===== config.mk =====
export PLATFORM = sky130hd
export DESIGN_NAME = rvx_uart_tx_buffer
export DESIGN_NICKNAME = d
export VERILOG_FILES = /design/src/rtl/rvx_uart_tx_buffer_pkg.sv /design/src/rtl/rvx_uart_tx_buffer_sync_fifo.sv /design/src/rtl/rvx_uart_tx_buffer.sv
export SDC_FILE = /design/constraint.sdc
export NUM_CORES = 1
export LEC_CHECK = 0
export CAP_MARGIN = 0
export CORE_MARGIN = 5
export CORE_UTILIZATION = 50
export DETAILED_ROUTE_END_ITERATION = 7
export PLACE_DENSITY_LB_ADDON = 0.2
export SKIP_LAST_GASP = 1
export SYNTH_ARGS = -nofsm -noshare
export SYNTH_HDL_FRONTEND = slang
export SYNTH_HIERARCHICAL = 1
export SYNTH_SLANG_ARGS = --single-unit

===== constraint.sdc =====
create_clock -name clock -period 3.8 [get_ports clock]
set_clock_uncertainty 0.2 [all_clocks]
set_input_delay 0.38 -clock clock [delete_from_list [all_inputs] [get_ports clock]]
set_output_delay 0.38 -clock clock [all_outputs]
set_load 0.02 [all_outputs]

===== src/rtl/rvx_uart_tx_buffer_pkg.sv =====
// Shared constants for the UART TX buffer: slave register map, UART register map, drain FSM states.
package rvx_uart_tx_buffer_pkg;

  localparam logic [4:0] RVX_UART_WRITE_REG_ADDR        = 5'h00;
  localparam logic [4:0] RVX_UART_READ_REG_ADDR         = 5'h04;
  localparam logic [4:0] RVX_UART_STATUS_REG_ADDR       = 5'h08;

  localparam logic [4:0] RVX_UART_TXBUF_DATA_REG_ADDR   = 5'h00;
  localparam logic [4:0] RVX_UART_TXBUF_STATUS_REG_ADDR = 5'h04;
  localparam logic [4:0] RVX_UART_TXBUF_CTRL_REG_ADDR   = 5'h08;
  localparam logic [4:0] RVX_UART_TXBUF_THRESH_REG_ADDR = 5'h0C;

  typedef enum logic [2:0] {
    TXB_IDLE        = 3'd0,
    TXB_POLL        = 3'd1,
    TXB_WAIT_STATUS = 3'd2,
    TXB_WRITE       = 3'd3,
    TXB_WAIT_WRITE  = 3'd4
  } txb_state_e;

  function automatic logic [31:0] txb_status(input logic empty, input logic full,
                                             input logic ovf, input logic [7:0] level);
    return {16'h0, level, 5'h0, ovf, full, empty};
  endfunction

endpackage


===== src/rtl/rvx_uart_tx_buffer_sync_fifo.sv =====
// Synchronous FIFO with flush; a push to a full FIFO is dropped even when a pop happens alongside.
module rvx_sync_fifo #(
  parameter int WIDTH = 8,
  parameter int DEPTH = 16,
  localparam int AW   = $clog2(DEPTH)
) (
  input  logic             clock_i,
  input  logic             reset_i,
  input  logic             push_i,
  input  logic [WIDTH-1:0] data_i,
  input  logic             pop_i,
  input  logic             flush_i,
  output logic             full_o,
  output logic             empty_o,
  output logic [AW:0]      level_o,
  output logic [WIDTH-1:0] head_o
);

  logic [WIDTH-1:0] mem_q [DEPTH];
  logic [AW:0]      wr_ptr_q, rd_ptr_q;
  logic             do_push, do_pop;

  assign level_o = wr_ptr_q - rd_ptr_q;
  assign full_o  = level_o == (AW+1)'(DEPTH);
  assign empty_o = wr_ptr_q == rd_ptr_q;
  assign head_o  = mem_q[rd_ptr_q[AW-1:0]];

  // Flush wins over both push and pop.
  assign do_push = push_i && !full_o && !flush_i;
  assign do_pop  = pop_i && !empty_o && !flush_i;

  always_ff @(posedge clock_i) begin
    if (reset_i || flush_i) begin
      wr_ptr_q <= '0;
      rd_ptr_q <= '0;
    end else begin
      if (do_push) wr_ptr_q <= wr_ptr_q + 1'b1;
      if (do_pop)  rd_ptr_q <= rd_ptr_q + 1'b1;
    end
  end

  always_ff @(posedge clock_i) begin
    if (do_push) mem_q[wr_ptr_q[AW-1:0]] <= data_i;
  end

endmodule


===== src/rtl/rvx_uart_tx_buffer.sv =====
// Byte FIFO in front of the UART with a drain FSM that polls UART status and writes when idle.
// Optional low-watermark interrupt and THRESH register: define RVX_UART_TXBUF_IRQ_EN.
module rvx_uart_tx_buffer
  import rvx_uart_tx_buffer_pkg::*;
#(
  parameter int DEPTH   = 16,
  parameter int LEVEL_W = $clog2(DEPTH) + 1
) (
  input  logic        clock,
  input  logic        reset,
  input  logic [4:0]  rw_address,
  output logic [31:0] read_data,
  input  logic        read_request,
  output logic        read_response,
  input  logic [31:0] write_data,
  input  logic        write_request,
  output logic        write_response,
  output logic [4:0]  uart_rw_address,
  input  logic [31:0] uart_read_data,
  output logic        uart_read_request,
  input  logic        uart_read_response,
  output logic [31:0] uart_write_data,
  output logic        uart_write_request,
  input  logic        uart_write_response,
  output logic        txbuf_irq
);

  txb_state_e         state_q, state_d;
  logic [7:0]         tx_byte_q, tx_byte_d;
  logic [31:0]        read_data_q, read_data_d;
  logic               read_resp_q, write_resp_q;
  logic               overflow_q, enable_q;
  logic               data_wr, status_wr, ctrl_wr, flush, pop;
  logic               fifo_full, fifo_empty;
  logic [LEVEL_W-1:0] level;
  logic [7:0]         head;
  logic               unused_bits;

  assign unused_bits = ^{write_data[31:8], uart_read_data[31:1]};

  assign data_wr   = write_request && rw_address == RVX_UART_TXBUF_DATA_REG_ADDR;
  assign status_wr = write_request && rw_address == RVX_UART_TXBUF_STATUS_REG_ADDR;
  assign ctrl_wr   = write_request && rw_address == RVX_UART_TXBUF_CTRL_REG_ADDR;
  assign flush     = ctrl_wr && write_data[1];
  assign pop       = state_q == TXB_WRITE;

  rvx_sync_fifo #(.WIDTH(8), .DEPTH(DEPTH)) u_fifo (
    .clock_i (clock),
    .reset_i (reset),
    .push_i  (data_wr),
    .data_i  (write_data[7:0]),
    .pop_i   (pop),
    .flush_i (flush),
    .full_o  (fifo_full),
    .empty_o (fifo_empty),
    .level_o (level),
    .head_o  (head)
  );

`ifdef RVX_UART_TXBUF_IRQ_EN
  logic [7:0] thresh_q;
  logic       irq_q;
  logic       thresh_wr;

  assign thresh_wr = write_request && rw_address == RVX_UART_TXBUF_THRESH_REG_ADDR;
  assign txbuf_irq = irq_q;

  always_ff @(posedge clock) begin
    if (reset) begin
      thresh_q <= '0;
      irq_q    <= 1'b0;
    end else begin
      if (thresh_wr) thresh_q <= write_data[7:0];
      irq_q <= enable_q && (32'(level) <= 32'(thresh_q));
    end
  end
`else
  assign txbuf_irq = 1'b0;
`endif

  always_comb begin
    read_data_d = '0;
    if (read_request) begin
      case (rw_address)
        RVX_UART_TXBUF_STATUS_REG_ADDR: read_data_d = txb_status(fifo_empty, fifo_full, overflow_q, 8'(level));
        RVX_UART_TXBUF_CTRL_REG_ADDR:   read_data_d = {31'h0, enable_q};
`ifdef RVX_UART_TXBUF_IRQ_EN
        RVX_UART_TXBUF_THRESH_REG_ADDR: read_data_d = {24'h0, thresh_q};
`endif
        default: read_data_d = '0;
      endcase
    end
  end

  always_ff @(posedge clock) begin
    if (reset) begin
      state_q      <= TXB_IDLE;
      tx_byte_q    <= '0;
      read_data_q  <= '0;
      read_resp_q  <= 1'b0;
      write_resp_q <= 1'b0;
      overflow_q   <= 1'b0;
      enable_q     <= 1'b0;
    end else begin
      state_q      <= state_d;
      tx_byte_q    <= tx_byte_d;
      read_data_q  <= read_data_d;
      read_resp_q  <= read_request;
      write_resp_q <= write_request;
      if (data_wr && fifo_full)              overflow_q <= 1'b1;
      else if (status_wr && write_data[2])   overflow_q <= 1'b0;
      if (ctrl_wr) enable_q <= write_data[0];
    end
  end

  assign read_data      = read_data_q;
  assign read_response  = read_resp_q;
  assign write_response = write_resp_q;

  // The head byte is captured when leaving WAIT_STATUS so it stays stable through WAIT_WRITE.
  always_comb begin
    state_d            = state_q;
    tx_byte_d          = tx_byte_q;
    uart_read_request  = 1'b0;
    uart_write_request = 1'b0;
    uart_rw_address    = '0;
    uart_write_data    = '0;
    case (state_q)
      TXB_IDLE: if (enable_q && !fifo_empty) state_d = TXB_POLL;
      TXB_POLL: begin
        uart_read_request = 1'b1;
        uart_rw_address   = RVX_UART_STATUS_REG_ADDR;
        state_d           = TXB_WAIT_STATUS;
      end
      TXB_WAIT_STATUS: begin
        uart_rw_address = RVX_UART_STATUS_REG_ADDR;
        if (uart_read_response) begin
          if (uart_read_data[0] && !fifo_empty && !flush) begin
            state_d   = TXB_WRITE;
            tx_byte_d = head;
          end else begin
            state_d = TXB_IDLE;
          end
        end
      end
      TXB_WRITE: begin
        uart_write_request = 1'b1;
        uart_rw_address    = RVX_UART_WRITE_REG_ADDR;
        uart_write_data    = {24'h0, tx_byte_q};
        state_d            = TXB_WAIT_WRITE;
      end
      TXB_WAIT_WRITE: begin
        uart_rw_address = RVX_UART_WRITE_REG_ADDR;
        uart_write_data = {24'h0, tx_byte_q};
        if (uart_write_response) state_d = TXB_IDLE;
      end
      default: state_d = TXB_IDLE;
    endcase
  end

endmodule


==> results.toml, run 1 <==
[status]
status = "complete, no violations"

[final_layout]
diodes = 0
nNetsFinal = 593
stdcell_count = 701
post-route-util = 0.590
drive_gt1_frac = 0.194
postLayoutCellArea_um2 = 8220
areaGrowthSynthToFinish_pct = 14.8

[timing]
rsz0062_at_grt = "true"
fmax_mhz = 280
post-route-min-period_ns = 3.57
finalHoldViolCount = 0
setup_violations = 0
slew_headroom = 0.183
tightest_slew_ns = 1.22
timing.final.crit_share = 0.940
finalMaxSlewViolations = 0

[clock_network]
cts_tree = "done"
cts_hold_repair.buffers = 0
clkLatencyLatePin_ns = 0.42
cts_buffers = 17
postCtsSetupBuffers = 0
cts.sinks = 165
htree_num_levels = 4
clockRootBuffer = "clkbuf_16"
cts.path.max_buffers = 2
cts-resized-gates = 0
clk_pin_slew_ns = 0.06

[logic_synthesis]
synth_area_leader_cell = "edfxtp_1"
synth_seq_cells = 165
yosys-top-cells-area = "edfxtp_1, mux4_2, dfxtp_1"
synth_top_area_share = 0.537
synth_cell_types = 48
synth_edf_count = 128
synth-seq-area-share = 0.640
synth_ff_type = "edfxtp_1"
synth_area_um2 = 7160
async_flop_share = 0
syn_inst = 449
ys_warn_count = 6
avgSynthCellArea_um2 = 15.9

[grt]
grt_start_max_net_pins = 33
grt_usage = 0.153
grt_pass1_vias = 3605
grt_pass1_wl_um = 19200
overflow = 0
antenna_found_initial = 0

[min_path]
holdPathStages = 1
hold_class = "register to register"

[pwr]
ir_drop_mv = 0.352
power.total_mw = 3.75
sw_frac_of_total = 0.212
combPwrFrac = 0.030
netSwitchingPower_mw = 0.797
p_per_area_nw_per_um2 = 457
p_int_mw = 2.96
p_leak_nw = 2.75
p_seq_frac = 0.518
clkPwrFrac = 0.452

[route]
drt-pass1-iter-count = 4
wl_per_cell_um = 17.6
avgViaCountPerCell = 5.19
drt_iter0_markers = 239
vias = 3635
wl_um = 12400
drc_errors = 0
antenna_left = 0

[place]
dpl-instance-area_um2 = 7620
hpwl_um = 8960
portBuffers = 40
dp.cells = 669
place_congestion = 0.753

[floorplan]
die_area_um2 = 16800
core_area_um2 = 13900
start_util = 0.514
fp.dieH_um = 130
io-pin-count = 149
rows = 43
die-width_um = 130

[setup_path]
start_kind = "register"
crit_arrival_ns = 3.40
required_ns = 3.63
crit_chain = "inv_1 > ha_1 > inv_1 > fa_1 > xor2_1 > or3_1 > a2111oi_4 > nand2b_1 > nor3_1"
crit_top_cell = "inv_1"
slowest_stage = "nor3_1"
critPathMaxStageDelay_ns = 1.05
endpoint_kind = "register"
cp_max_fo = 10
critical_path_class = "register to register"
rr_worst_depth = 9

[job]
max_cap_viol_count = 0
==> final timing paths <==
kind	startpoint	to	slack (ns)
max	u_fifo/wr_ptr_q[0]	u_fifo/mem_q[7][6]	0.23
min	overflow_q	read_data[2]	0.27
max reg2reg	u_fifo/wr_ptr_q[0]	u_fifo/mem_q[7][6]	0.23
min reg2reg	overflow_q	read_data[2]	0.27
==> flip-flops by register name, indices dropped and copies added (netlist names), named ones only <==
name,cells
u_fifo/wr_ptr_q,5
overflow_q,1
write_response,1
state_q,3
tx_byte_q,8
enable_q,1
u_fifo/rd_ptr_q,5
u_fifo/mem_q,128
read_response,1
read_data,8
==> through the flow <==
step                hold slack [ns]  TNS (ns)  worst slack (ns)
detailed placement            0.255         0             0.214
global route                  0.297  -0.00154          -0.00154
floorplan                     0.231         0             0.514
finish                        0.267         0             0.227
global placement              0.251         0             0.288
CTS                           0.273         0             0.216
==> area by class of cell <==
type / count / area [um^2]
fill: 1052 / 5720
sequential: 165 / 4590
multi-input combinational: 258 / 2250
timing repair buffer: 57 / 528
clock buffer: 18 / 429
tap: 180 / 225
clock inverter: 14 / 168
inverter: 9 / 33.8
==> worst max-delay path, delay by kind of cell (launching register included) <==
family / cells / cell delay, ns
AOI/OAI and AO/OA: 1 / 0.06
xor gates and xnor gates: 1 / 0.19
adders and majority gates: 2 / 0.58
DFF: 1 / 0.36
and+or+nand+nor: 3 / 1.58
buffers and inverters: 2 / 0.22
==> power groups by stage <==
| stage | clock network (mW) | registers (mW) | logic [mW] |
|---|---|---|---|
| after global routing | 1.82 | 1.94 | 0.124 |
| after global placement | 0 | 1.98 | 0.108 |
| after CTS | 1.74 | 1.94 | 0.112 |
| after floorplan | 0 | 1.98 | 0.105 |
| final | 1.70 | 1.94 | 0.113 |
| after detailed placement | 0 | 1.98 | 0.112 |
==> cells in the final DEF (no fill, tap or decap), types with 2 or more instances in the layout <==
cell,instances
nor3_1,12
a22oi_1,2
xor2_1,3
conb_1,53
nand3_1,3
o21ai_0,5
nor4_1,4
and3_1,2
clkinvlp_4,4
nand2_1,10
a21oi_1,8
nor2_1,18
mux4_2,40
dfxtp_1,36
clkbuf_16,17
inv_1,9
inv_6,2
edfxtp_1,128
inv_8,3
nand4_1,5
nor2b_1,13
xnor2_1,4
and2_1,9
buf_4,17
mux2i_1,11
nand2b_1,23
or2_2,2
bufinv_16,2
clkinv_4,3
ha_1,9
clkdlybuf4s50_1,40
or3_1,4
==> synth_stat cells (5+ instances only) <==
cell / instances
nor2_1: 18
buf_4: 53
and2_1: 9
dfxtp_1: 37
clkbuf_1: 7
nor3_1: 12
edfxtp_1: 128
nand4_1: 5
nand2_1: 10
nand2b_1: 23
mux2i_1: 11
o21ai_0: 5
ha_1: 9
mux4_2: 40
nor2b_1: 13
a21oi_1: 8
inv_1: 9
==> logic make-up (layout without fill, tap and decap cells) <==
group                    after synthesis  in the layout  synth area share
AO/OA/AOI/OAI                         21             21            0.0205
XOR/XNOR                               7              7           0.00857
adder cells (fa/ha/maj)               10             10            0.0185
buffers and inverters                 78             98            0.0725
flip-flops                           165            165             0.640
multiplexers                          51             51             0.141
other                                  1             53          0.000524
AND/OR/NAND/NOR                      116            116            0.0977
==> routing by layer <==
layer  wire (um)  part of all wire  vias up  global-route usage
li1            -                 -     1705                   -
met1        5260              0.43     1774               0.200
met2        6030              0.49      138               0.254
met3         901             0.073       18              0.0354
met4         173             0.014        0              0.0550
met5           0                 0        -                   0
Note: power is estimated with default switching activity, not from simulation.
==> run 2: changes to the inputs <==
- CORE_MARGIN: 5 -> unset
- RECOVER_POWER: unset -> 50
==> results.toml, run 2 (synthesis gave the netlist of run 1 again) <==
[setup_path]
rr_worst_depth = 9
path_delay_family = "simple AND/OR/NAND/NOR gates"
critPathMaxStageDelay_ns = 1.09
cp_max_fo = 10
crit_arrival_ns = 3.45
crit_top_cell = "inv_1"
crit_chain = "inv_1 > ha_1 > inv_1 > fa_1 > xor2_1 > or3_1 > a2111oi_4 > nand2b_1 > nor3_1"
ff2ff_setup_slack_ns = 0.19
path_buf_inv = 2
critical_path_class = "register to register"
start_kind = "register"
worstReg2RegStart = "u_fifo/wr_ptr_q[0]"
endpoint_kind = "register"
timing.rr.end = "u_fifo/mem_q[12][7]"
required_ns = 3.63
slowest_stage = "nor3_1"

[grt]
antenna_found_initial = 0
grt_usage = 0.182
grt_pass1_wl_um = 19500
grt_start_max_net_pins = 33
overflow = 0
grt_pass1_vias = 3483

[route]
wl_um = 12200
vias = 3667
avgViaCountPerCell = 5.23
antenna_left = 0
wl_per_cell_um = 17.5
drt_iter0_markers = 210
drt-pass1-iter-count = 4
drc_errors = 0

[min_path]
min_to = "tx_byte_q[3]"
holdPathStages = 2
worstHoldStart = "tx_byte_q[3]"
hold_class = "register to register"

[timing]
tightest_slew_ns = 1.26
post-route-min-period_ns = 3.61
hold_ws_ns = 0.270
slew_headroom = 0.153
rsz0062_at_grt = "true"
finalMaxSlewViolations = 0
fmax_mhz = 277
tns_ns = 0
finalHoldViolCount = 0
setup_slack_ns = 0.187
timing.final.crit_share = 0.951
setup_violations = 0

[final_layout]
final_common_cell = "edfxtp_1"
stdcell_count = 701
drive_gt1_frac = 0.186
postLayoutCellArea_um2 = 8210
areaGrowthSynthToFinish_pct = 14.7
nNetsFinal = 594
mostFrequentLayoutCells = "edfxtp_1, conb_1, mux4_2, dfxtp_1, clkdlybuf4s50_1"
diodes = 0
largest_reg_flops = 128
post-route-util = 0.589

[floorplan]
rows = 43
die-width_um = 122
die_area_um2 = 14800
start_util = 0.514
io-pin-count = 149
fp.dieH_um = 122
core_area_um2 = 13900

[clock_network]
htree_num_levels = 4
cts_tree = "done"
clockRootBuffer = "clkbuf_16"
clk_pin_slew_ns = 0.06
postCtsSetupBuffers = 0
clkLatencyLatePin_ns = 0.42
cts.sinks = 165
cts_buffers = 17
cts.path.max_buffers = 2

[place]
dpl-instance-area_um2 = 7620
portBuffers = 40
post-place-ws_ns = 0.163
dp.cells = 669
hpwl_um = 8630
place_congestion = 0.778

[pwr]
power.total_mw = 3.76
p_per_area_nw_per_um2 = 458
p_leak_nw = 2.78
ir_drop_mv = 0.319

[job]
max_cap_viol_count = 0

[status]
status = "complete, no violations"
## run 2: cell types whose count changed in the layout (fill, tap and decap cells not counted), moves of 2 or more
cell,delta
inv_8,-3
clkinv_2,+2
clkbuf_1,+2
dlygate4sd3_1,+13
clkdlybuf4s50_1,-13
clkinvlp_4,-3
## run 2: how the worst max path moves through the flow
stage	from	depth (start not counted)	to	slack, ns
floorplan	u_fifo/wr_ptr_q[0]	11	u_fifo/mem_q[3][0]	0.51
global placement	u_fifo/wr_ptr_q[0]	9	u_fifo/mem_q[4][5]	0.28
detailed placement	u_fifo/wr_ptr_q[0]	9	u_fifo/mem_q[12][5]	0.16
CTS	u_fifo/wr_ptr_q[0]	9	u_fifo/mem_q[12][0]	0.12
global route	u_fifo/wr_ptr_q[0]	9	u_fifo/mem_q[13][2]	-0.07
finish	u_fifo/wr_ptr_q[0]	9	u_fifo/mem_q[12][7]	0.19
## run 2: routing by layer
metal	GRT usage	share of wire	up-vias	wire (um)
met5	0	0	-	0
met4	0.0602	0.013	0	164
met3	0.0496	0.043	16	527
met2	0.293	0.48	117	5910
met1	0.240	0.46	1827	5640
li1	-	-	1707	-
## run 2: layout make-up
class | count | area [um^2]
Multi-Input combinational cell | 258 | 2240
Sequential cell | 165 | 4590
Tap cell | 180 | 225
Clock inverter | 11 | 151
Fill cell | 1029 | 5720
Inverter | 9 | 33.8
Timing Repair Buffer | 58 | 533
Clock buffer | 20 | 437
## run 2: worst register-to-register path, stage by stage, from the launching register on
cell,delay (ns)
dfxtp_1,0.35
inv_1,0.15
ha_1,0.19
inv_1,0.06
fa_1,0.40
xor2_1,0.18
or3_1,0.17
a2111oi_4,0.06
nand2b_1,0.36
nor3_1,1.09
## run 2: what timing repair did
item	4_1_cts	5_1_grt
gates resized for setup	0	0
endpoints found under the setup margin	0	32
hold buffers	0	0
## run 2: power by group
part           switching (mW)  internal (mW)
clock network           0.671           1.03
logic                  0.0830         0.0261
registers            0.000591           1.94
total                   0.755           3.00
==> run 3: changes to the inputs <==
- PLACE_DENSITY: unset -> 0.78
- PLACE_DENSITY_LB_ADDON: 0.2 -> unset
==> results.toml, run 3 (synthesis gave the netlist of run 1 again) <==
[final_layout]
largest_reg_flops = 128
fillers = 1005
areaGrowthSynthToFinish_pct = 14.3
nNetsFinal = 590
final_common_cell = "edfxtp_1"
diodes = 0
drive_gt1_frac = 0.187
mostFrequentLayoutCells = "edfxtp_1, conb_1, mux4_2, dfxtp_1, clkdlybuf4s50_1"

[setup_path]
slowest_stage = "nor3_1"
crit_chain = "inv_1 > ha_1 > inv_1 > fa_1 > nand3_1 > and3_1 > a2111oi_4 > nand2b_1 > nor3_1"
endpoint_kind = "register"
path_delay_family = "simple AND/OR/NAND/NOR gates"
critical_path_class = "register to register"
path_buf_inv = 2
cp_max_fo = 13
crit_arrival_ns = 3.55
start_kind = "register"
crit_top_cell = "inv_1"
required_ns = 3.63
critPathMaxStageDelay_ns = 1.14

[place]
portBuffers = 40
hpwl_um = 8670
post-place-ws_ns = 0.0641
place_congestion = 0.784

[status]
status = "complete, no violations"

[clock_network]
cts_buffers = 17
clk_pin_slew_ns = 0.06
clkLatencyLatePin_ns = 0.42
cts_tree = "done"
cts.path.max_buffers = 2
cts-resized-gates = 0
cts_hold_repair.buffers = 0
cts.sinks = 165
postCtsSetupBuffers = 0
clockRootBuffer = "clkbuf_16"
htree_num_levels = 4

[route]
drt_iter0_markers = 283
wl_um = 12600
avgViaCountPerCell = 5.39
vias = 3765
antenna_left = 0
wl_per_cell_um = 18.1
drc_errors = 0
drt-pass1-iter-count = 6

[grt]
antenna_found_initial = 0
overflow = 0
grt_start_max_net_pins = 25
grt_usage = 0.187
grt_pass1_wl_um = 19800
grt_pass1_vias = 3544

[timing]
post-route-min-period_ns = 3.71
tightest_slew_ns = 1.30
slew_headroom = 0.125
setup_violations = 0
finalHoldViolCount = 0
setup_slack_ns = 0.0872
rsz0062_at_grt = "true"
timing.final.crit_share = 0.977
finalMaxSlewViolations = 0
hold_ws_ns = 0.268
fmax_mhz = 269

[floorplan]
fp.dieH_um = 122
io-pin-count = 149
die_area_um2 = 14800
die-width_um = 122
rows = 43
core_area_um2 = 13900
start_util = 0.514

[min_path]
hold_class = "register to register"

[pwr]
ir_drop_mv = 0.324
p_per_area_nw_per_um2 = 454
p_leak_nw = 2.73

[job]
max_cap_viol_count = 0
[run 3: area by class of cell]
type                       count  area [um^2]  share of cell area
sequential                   165         4590               0.561
multi-input combinational    258         2250               0.275
timing repair buffer          54          502              0.0613
clock buffer                  19          443              0.0542
tap                          180          225              0.0275
clock inverter                13          140              0.0171
inverter                       9         33.8             0.00413
[run 3: path summary, 6_finish.rpt]
path | from | to | slack [ns] | cells past startpoint
setup reg to reg | u_fifo/wr_ptr_q[0] | u_fifo/mem_q[15][3] | 0.09 | 9
setup / recovery | u_fifo/wr_ptr_q[0] | u_fifo/mem_q[15][3] | 0.09 | 9
hold / removal | tx_byte_q[0] | tx_byte_q[0] | 0.27 | 2
hold reg to reg | tx_byte_q[0] | tx_byte_q[0] | 0.27 | 2
[run 3: power breakdown]
part / switching [mW] / internal (mW)
sequential: 0.000686 / 1.94
clock: 0.715 / 0.941
combinational: 0.0847 / 0.0267
total: 0.800 / 2.91
[run 3: stage by stage]
step | util | cells | total power [mW] | instance area [um^2] | setup TNS (ns)
after detailed placement | 0.545 | 666 | 2.10 | 7600 | 0
after global routing | 0.587 | 698 | 3.82 | 8180 | -7.27
after global placement | 0.545 | 666 | 2.09 | 7600 | 0
after CTS | 0.587 | 698 | 3.74 | 8180 | 0
final | 0.587 | 698 | 3.71 | 8180 | 0
after floorplan | - | 501 | 2.09 | 7350 | 0
[run 3: worst register-to-register path, stage by stage (launching register included)]
cell and delay (ns):
dfxtp_1 0.36, inv_1 0.15, ha_1 0.18, inv_1 0.05
fa_1 0.40, nand3_1 0.12, and3_1 0.23, a2111oi_4 0.07
nand2b_1 0.43, nor3_1 1.15
[run 3: per-layer routing]
metal  global-route usage  share of wire  vias up
li1                     -              -     1702
met1                0.243           0.41     1867
met4               0.0710          0.011        0
met3               0.0440          0.063       13
met5                    0              0        -
met2                0.307           0.51      183
